## src/rtl/dram_bus_pkg.sv

```systemverilog
// Shared definitions for the dual-master data-RAM / MMIO arbiter:
// MMIO register addresses, arbiter FSM states and bus-owner identifiers.
package dram_bus_pkg;

    localparam logic [31:0] LED_LO = 32'hFFFF_F060;
    localparam logic [31:0] LED_HI = 32'hFFFF_F062;
    localparam logic [31:0] SW_LO  = 32'hFFFF_F070;
    localparam logic [31:0] SW_HI  = 32'hFFFF_F072;

    typedef enum logic [1:0] {
        ST_IDLE   = 2'd0,
        ST_ACCESS = 2'd1,
        ST_RESP   = 2'd2
    } state_t;

    typedef enum logic {
        OWN_M0 = 1'b0,
        OWN_M1 = 1'b1
    } owner_t;

    // The master that is not o; used to advance the round-robin pointer.
    function automatic owner_t other_owner(input owner_t o);
        return (o == OWN_M0) ? OWN_M1 : OWN_M0;
    endfunction

endpackage

```

## src/rtl/dram_bus_arbiter_mmio_dev_regs.sv

```systemverilog
// LED/switch MMIO window: exact-match address decode, the 24-bit LED
// register bank and the read mux for LED and switch values.
module mmio_dev_regs
    import dram_bus_pkg::*;
#(
    parameter int          ADDR_W  = 32,
    parameter int          DATA_W  = 32,
    parameter logic [23:0] LED_RST = 24'h000000
) (
    input  logic              clk,
    input  logic              rst,
    input  logic [ADDR_W-1:0] i_adr,
    input  logic              i_wr,
    input  logic [15:0]       i_wdata,
    input  logic [23:0]       i_sw,
    output logic              o_is_mmio,
    output logic [DATA_W-1:0] o_rd_mmio,
    output logic [23:0]       o_led
);

    logic        w_hit_led_lo;
    logic        w_hit_led_hi;
    logic        w_hit_sw_lo;
    logic        w_hit_sw_hi;
    logic [23:0] r_led;

    assign w_hit_led_lo = (i_adr == ADDR_W'(LED_LO));
    assign w_hit_led_hi = (i_adr == ADDR_W'(LED_HI));
    assign w_hit_sw_lo  = (i_adr == ADDR_W'(SW_LO));
    assign w_hit_sw_hi  = (i_adr == ADDR_W'(SW_HI));

    // Switch addresses count as MMIO too so that writes to them never reach RAM.
    assign o_is_mmio = w_hit_led_lo | w_hit_led_hi | w_hit_sw_lo | w_hit_sw_hi;
    assign o_led     = r_led;

    // LED bank: low half-word or high byte updated by a qualified write.
    always_ff @(posedge clk or posedge rst) begin
        if (rst) begin
            r_led <= LED_RST;
        end else if (i_wr && w_hit_led_lo) begin
            r_led[15:0] <= i_wdata;
        end else if (i_wr && w_hit_led_hi) begin
            r_led[23:16] <= i_wdata[7:0];
        end
    end

    // Read mux: zero-extended LED/switch fields, zero for non-MMIO addresses.
    always_comb begin
        o_rd_mmio = '0;
        if (w_hit_led_lo) begin
            o_rd_mmio = DATA_W'(r_led[15:0]);
        end else if (w_hit_led_hi) begin
            o_rd_mmio = DATA_W'(r_led[23:16]);
        end else if (w_hit_sw_lo) begin
            o_rd_mmio = DATA_W'(i_sw[15:0]);
        end else if (w_hit_sw_hi) begin
            o_rd_mmio = DATA_W'(i_sw[23:16]);
        end
    end

endmodule

```

## src/rtl/dram_bus_arbiter.sv

```systemverilog
// Two-master arbiter for the data-RAM port and the LED/switch MMIO window.
// Master 0 is the CPU data port, master 1 the debug/program loader.
// Each access runs IDLE/RESP -> ACCESS -> RESP, giving one access per two
// cycles with re-arbitration in RESP.
// Build option: define ARB_RR_EN for round-robin arbitration; without it
// master 0 has fixed priority and master 1 may starve.
module dram_bus_arbiter
    import dram_bus_pkg::*;
#(
    parameter int          DATA_W  = 32,
    parameter int          ADDR_W  = 32,
    parameter int          RAM_AW  = 14,
    parameter logic [23:0] LED_RST = 24'h000000
) (
    input  logic              clk,
    input  logic              rst,
    input  logic              m0_req,
    input  logic              m0_we,
    input  logic [ADDR_W-1:0] m0_adr,
    input  logic [DATA_W-1:0] m0_wdata,
    output logic              m0_gnt,
    output logic              m0_rvalid,
    output logic [DATA_W-1:0] m0_rdata,
    input  logic              m1_req,
    input  logic              m1_we,
    input  logic [ADDR_W-1:0] m1_adr,
    input  logic [DATA_W-1:0] m1_wdata,
    output logic              m1_gnt,
    output logic              m1_rvalid,
    output logic [DATA_W-1:0] m1_rdata,
    output logic [RAM_AW-1:0] ram_a,
    output logic              ram_we,
    output logic [DATA_W-1:0] ram_d,
    input  logic [DATA_W-1:0] ram_spo,
    input  logic [23:0]       device_sw,
    output logic [23:0]       device_led
);

    state_t            r_state;
    state_t            w_state_nxt;
    owner_t            r_owner;
    owner_t            w_win;
    logic [ADDR_W-1:0] r_adr;
    logic              r_we;
    logic [DATA_W-1:0] r_wdata;
    logic              w_any_req;
    logic              w_latch;
    logic              w_is_mmio;
    logic              w_mmio_wr;
    logic [DATA_W-1:0] w_rd_mmio;
    logic [DATA_W-1:0] w_rd_mux;

    assign w_any_req = m0_req | m1_req;

`ifdef ARB_RR_EN
    owner_t r_rr_ptr;

    // Winner selection: the pointer breaks ties, a lone requester always wins.
    always_comb begin
        w_win = OWN_M0;
        if (m0_req && m1_req) begin
            w_win = r_rr_ptr;
        end else if (m1_req) begin
            w_win = OWN_M1;
        end
    end

    // Round-robin pointer hands priority to the loser after every grant.
    always_ff @(posedge clk or posedge rst) begin
        if (rst) begin
            r_rr_ptr <= OWN_M0;
        end else if (w_latch) begin
            r_rr_ptr <= other_owner(w_win);
        end
    end
`else
    // Winner selection: master 0 always has priority.
    always_comb begin
        w_win = m0_req ? OWN_M0 : OWN_M1;
    end
`endif

    // FSM state register.
    always_ff @(posedge clk or posedge rst) begin
        if (rst) begin
            r_state <= ST_IDLE;
        end else begin
            r_state <= w_state_nxt;
        end
    end

    // Next state plus grant/valid pulses and the gated RAM write strobe.
    always_comb begin
        w_state_nxt = r_state;
        w_latch     = 1'b0;
        m0_gnt      = 1'b0;
        m1_gnt      = 1'b0;
        m0_rvalid   = 1'b0;
        m1_rvalid   = 1'b0;
        ram_we      = 1'b0;
        case (r_state)
            ST_IDLE: begin
                if (w_any_req) begin
                    w_latch     = 1'b1;
                    w_state_nxt = ST_ACCESS;
                end
            end
            ST_ACCESS: begin
                m0_gnt      = (r_owner == OWN_M0);
                m1_gnt      = (r_owner == OWN_M1);
                ram_we      = r_we && !w_is_mmio;
                w_state_nxt = ST_RESP;
            end
            ST_RESP: begin
                m0_rvalid = (r_owner == OWN_M0);
                m1_rvalid = (r_owner == OWN_M1);
                if (w_any_req) begin
                    w_latch     = 1'b1;
                    w_state_nxt = ST_ACCESS;
                end else begin
                    w_state_nxt = ST_IDLE;
                end
            end
            default: begin
                w_state_nxt = ST_IDLE;
            end
        endcase
    end

    // Owner id of the access in flight; cleared so gnt/rvalid decode is defined.
    always_ff @(posedge clk or posedge rst) begin
        if (rst) begin
            r_owner <= OWN_M0;
        end else if (w_latch) begin
            r_owner <= w_win;
        end
    end

    // Command latch: the winner's address, direction and write data.
    always_ff @(posedge clk) begin
        if (w_latch) begin
            r_adr   <= (w_win == OWN_M1) ? m1_adr   : m0_adr;
            r_we    <= (w_win == OWN_M1) ? m1_we    : m0_we;
            r_wdata <= (w_win == OWN_M1) ? m1_wdata : m0_wdata;
        end
    end

    assign ram_a     = r_adr[RAM_AW+1:2];
    assign ram_d     = r_wdata;
    assign w_mmio_wr = (r_state == ST_ACCESS) && r_we;
    assign w_rd_mux  = w_is_mmio ? w_rd_mmio : ram_spo;

    // Read data capture at the end of ACCESS into the owning master's register.
    always_ff @(posedge clk or posedge rst) begin
        if (rst) begin
            m0_rdata <= '0;
            m1_rdata <= '0;
        end else if (r_state == ST_ACCESS) begin
            if (r_owner == OWN_M0) begin
                m0_rdata <= w_rd_mux;
            end else begin
                m1_rdata <= w_rd_mux;
            end
        end
    end

    mmio_dev_regs #(
        .ADDR_W  (ADDR_W),
        .DATA_W  (DATA_W),
        .LED_RST (LED_RST)
    ) u_mmio (
        .clk       (clk),
        .rst       (rst),
        .i_adr     (r_adr),
        .i_wr      (w_mmio_wr),
        .i_wdata   (r_wdata[15:0]),
        .i_sw      (device_sw),
        .o_is_mmio (w_is_mmio),
        .o_rd_mmio (w_rd_mmio),
        .o_led     (device_led)
    );

endmodule

```

## config.mk

```make
export PLATFORM = sky130hd
export DESIGN_NAME = dram_bus_arbiter
export DESIGN_NICKNAME = d
export VERILOG_FILES = /design/src/rtl/dram_bus_pkg.sv /design/src/rtl/dram_bus_arbiter_mmio_dev_regs.sv /design/src/rtl/dram_bus_arbiter.sv
export SDC_FILE = /design/constraint.sdc
export NUM_CORES = 1
export LEC_CHECK = 0
export CELL_PAD_IN_SITES_DETAIL_PLACEMENT = 1
export CELL_PAD_IN_SITES_GLOBAL_PLACEMENT = 2
export CORE_ASPECT_RATIO = 1.75
export CORE_MARGIN = 1
export CORE_UTILIZATION = 28
export DETAILED_ROUTE_END_ITERATION = 8
export PLACE_DENSITY_LB_ADDON = 0.1
export RECOVER_POWER = 50
export SYNTH_ARGS = -nofsm -noshare
export SYNTH_HDL_FRONTEND = slang
export SYNTH_HIERARCHICAL = 1
export SYNTH_SLANG_ARGS = --single-unit
export TNS_END_PERCENT = 50
```

## constraint.sdc

```tcl
create_clock -name clk -period 3.3 [get_ports clk]
set_input_delay 0.33 -clock clk [delete_from_list [all_inputs] [get_ports clk]]
set_output_delay 0.33 -clock clk [all_outputs]
set_load 0.01 [all_outputs]
```

==> impl_metrics.tcl <==
set metrics [dict create \
    fin_ws_ns 0.1461 \
    post_route_clock_period_utilization_pct 95.57 \
    fin_skew_ns 0.004465 \
    min_delay_path_depth 1 \
    drt-initial-drc-count 125 \
    worstHoldPathType "register to register" \
    worst_hold_startpoint "m0_rdata[26]" \
    synth_top_family_by_area "multiplexers" \
    die_w_um 126.2 \
    placementRows 79 \
    synthAdderAreaFrac_pct 0 \
    design.final.nets 980 \
    part_of_the_power_in_the_clock_network_pct 30.1 \
    post_synth.cell_area_avg_um2 16.07 \
    die_area_um2 27660 \
    rr_worst_depth 8 \
    layout.cells.most_common_list "clkdlybuf4s50_1, mux2_2, dfrtp_1" \
    worst_setup_path_start_kind "register" \
    die_h_um 219.3 \
    post-dp-hpwl_um 18380 \
    ys_warn_count 6 \
    violations "max-capacitance violations, max-slew violations" \
    synth.distinct_cells 32 \
    synthSimpleGateAreaFrac_pct 4.274 \
    critical_path.startpoint "r_adr[7]" \
    setup_viol_count_final 0 \
    starting_density_pct 28.41 \
    grt_setup_unrepaired "false" \
    global_route_wire_length_before_repair_um 34890 \
    cts_sinks 156 \
    grt_start_max_net_pins 44 \
    synth.area.mux_share_pct 33.10 \
    final_common_cell "clkdlybuf4s50_1" \
    cts-hold-fix-buffers 0 \
    run_status "finished, violations left" \
    tritoncts.num_buffers 17 \
    max-clock-path-buffers 2 \
    post_layout_instance_count_excluding_filler_cells 1129 \
    clockRootBuffer "clkbuf_16" \
    gr-usage-all-layers_pct 17.53 \
    netlist.top_cell.by_area "dfrtp_1" \
    worst_ir_drop_vdd_uv 367.1 \
    fin_worst_hold_slack_ns 0.4827 \
    critical_path.reg2reg.endpoint "m0_rdata[26]" \
    max_freq_mhz 317.1 \
    area.growth.synth_to_final_pct 53.29 \
    maxCapViolCount 2 \
    number_of_h_tree_branching_levels 4 \
    power_report.internal_total_mw 5.068 \
    total_congestion_overflow 0 \
    crit_arrival_ns 2.82 \
    postSynthCellCount 470 \
    path_max_fanout 9 \
    worst_slew_pin_slew_ns 1.739 \
    sw_frac_of_total_pct 25.81 \
    gp_congestion 0.7277 \
    reg2reg_setup_slack_ns 0.37 \
    timing.critical_path.to_type "output pin" \
    netlist_area_um2 7553 \
    share_seq_of_total_power_pct 40.3 \
    synth_compound_gate_area_share_pct 0.2650 \
    p_leak_nw 4.542 \
    antenna_found_initial 2 \
    setup_tns_ns 0 \
    yosysTopAreaCellShare_pct 30.15 \
    min_delay_worst_endpoint "m0_rdata[26]" \
    avgViaCountPerCell 4.513 \
    count_of_flip_flops_with_a_built_in_enable_after_synthesis 65 \
    first_global_vias 5877 \
    synth_async_sr_flop_share_pct 58.33 \
    worstSetupPathType "register to output pin" \
    route.detailed.wl_per_inst_um 20.85 \
    power.share.combinational_pct 29.6 \
    wirelength_um 23540 \
    cts_tree "yes" \
    power_switching_mw 1.763 \
    core-area_um2 26590 \
    drt-pass1-iter-count 4 \
    remaining_drc_errors 0 \
    synth.top_cells.by_area "dfrtp_1, edfxtp_1, mux2_2" \
    cp.required_ns 2.97 \
    place_ws_ns 0.2785 \
    post_synth_xor_area_fraction_pct 0 \
    register_bit_count_reported_by_yosys 156 \
    yosysSeqAreaShare_pct 55.99 \
    count_of_buffers_from_port_buffering 328 \
    regToRegStartpoint "r_adr[7]" \
    num_io_pins 329 \
    power-per-cell-area_nw_per_um2 590.0 \
    min_period_ns 3.154 \
    finalHoldViolCount 0 \
    synth_flop_cell "dfrtp_1" \
    route.antenna.remaining_nets 0 \
    placedCellCount 1092 \
    worst_slew_margin_rel_pct -15.94 \
    clk_pin_slew_worst_paths_ns 0.06 \
    num_vias 5095 \
    finalMaxSlewViolations 62 \
    drive_above_1_share_pct 28.52 \
    clock_latency_ns 0.44 \
]
-- cell usage after synthesis (3+ instances only) --
library cell and n:
buf_12 4, buf_2 9, buf_4 30, buf_6 8, clkbuf_1 4, dfrtp_1 91
edfxtp_1 65, inv_1 5, mux2_1 3, mux2_2 143, mux2_4 39, mux2i_1 9
mux4_2 8, nand2_1 3, nand4_1 5, nand4b_1 3, nand4bb_1 3, nor2_1 10
nor2b_1 9, or4_1 4
-- area by class of cell --
class	instances	area, µm²
antenna	2	5.005
fill	2745	15010
inverter	5	18.77
multi-input combinational	268	2907
timing repair buffer	342	3407
sequential	156	4229
clock buffer	19	432.9
clock inverter	13	173.9
tap	324	405.4
-- how the worst max path moves through the flow --
stage               slack (ns)     endpoint  cells after the start
detailed placement        0.28       ram_we                      7
global placement          0.33       ram_we                      7
CTS                       0.08       ram_we                      7
finish                    0.15       ram_we                      7
global route              0.02       ram_we                      7
floorplan                 0.65  m0_rdata[8]                      9
-- routing by layer --
layer | track usage, % | share of wire (%) | wire (µm) | up-vias
met4 | 7.791 | 2.4 | 572 | 0
met1 | 16.51 | 33 | 7871 | 2546
li1 | - | - | - | 2333
met2 | 34.16 | 58 | 13740 | 188
met5 | 0 | 0 | 0 | -
met3 | 5.363 | 5.7 | 1352 | 28
-- stage by stage --
step	util [%]	area, µm²	power [mW]
after floorplan	-	7610	3.653
after global placement	41.23	10960	4.841
after detailed placement	41.23	10960	4.891
after CTS	43.70	11620	6.984
after global routing	43.55	11580	7.157
final	43.55	11580	6.832
-- cell families (layout without fill, tap and decap cells) --
kind of cell    after synthesis  after routing
simple gates                 48             48
flops                       156            156
compound gates                2              2
other cells                   1             18
mux                         202            202
buf+inv                      61            379
-- critical path: stages (launching register included) --
cell             delay [ns]
edfxtp_1               0.39
nand4bb_1              0.27
or4_1                  0.60
or2_4                  0.33
inv_1                  0.16
buf_12                 0.12
nor2b_1                0.04
clkdlybuf4s50_1        0.48
-- registers in the layout, indices dropped and copies added, names as in the netlist --
signal,cells
m0_rdata,32
m1_rdata,32
r_adr,32
r_owner,1
r_state,2
r_we,1
ram_d,32
u_mmio/o_led,24
-- power groups by stage --
stage / Combinational, mW / Clock [mW] / Sequential, mW
floorplan: 0.740 / 0 / 2.91
global placement: 2.07 / 0 / 2.78
detailed placement: 2.09 / 0 / 2.80
CTS: 2.09 / 2.12 / 2.77
global route: 2.15 / 2.19 / 2.82
finish: 2.02 / 2.06 / 2.75
-- what timing repair did --
| action | in CTS | in global routing |
|---|---|---|
| setup endpoints to repair | 1 | 0 |
| buffers inserted | 2 | 0 |
| endpoints found under the hold margin | 0 | 0 |
| gates resized for setup | 1 | 0 |
Power figures use the tool's default switching activity.
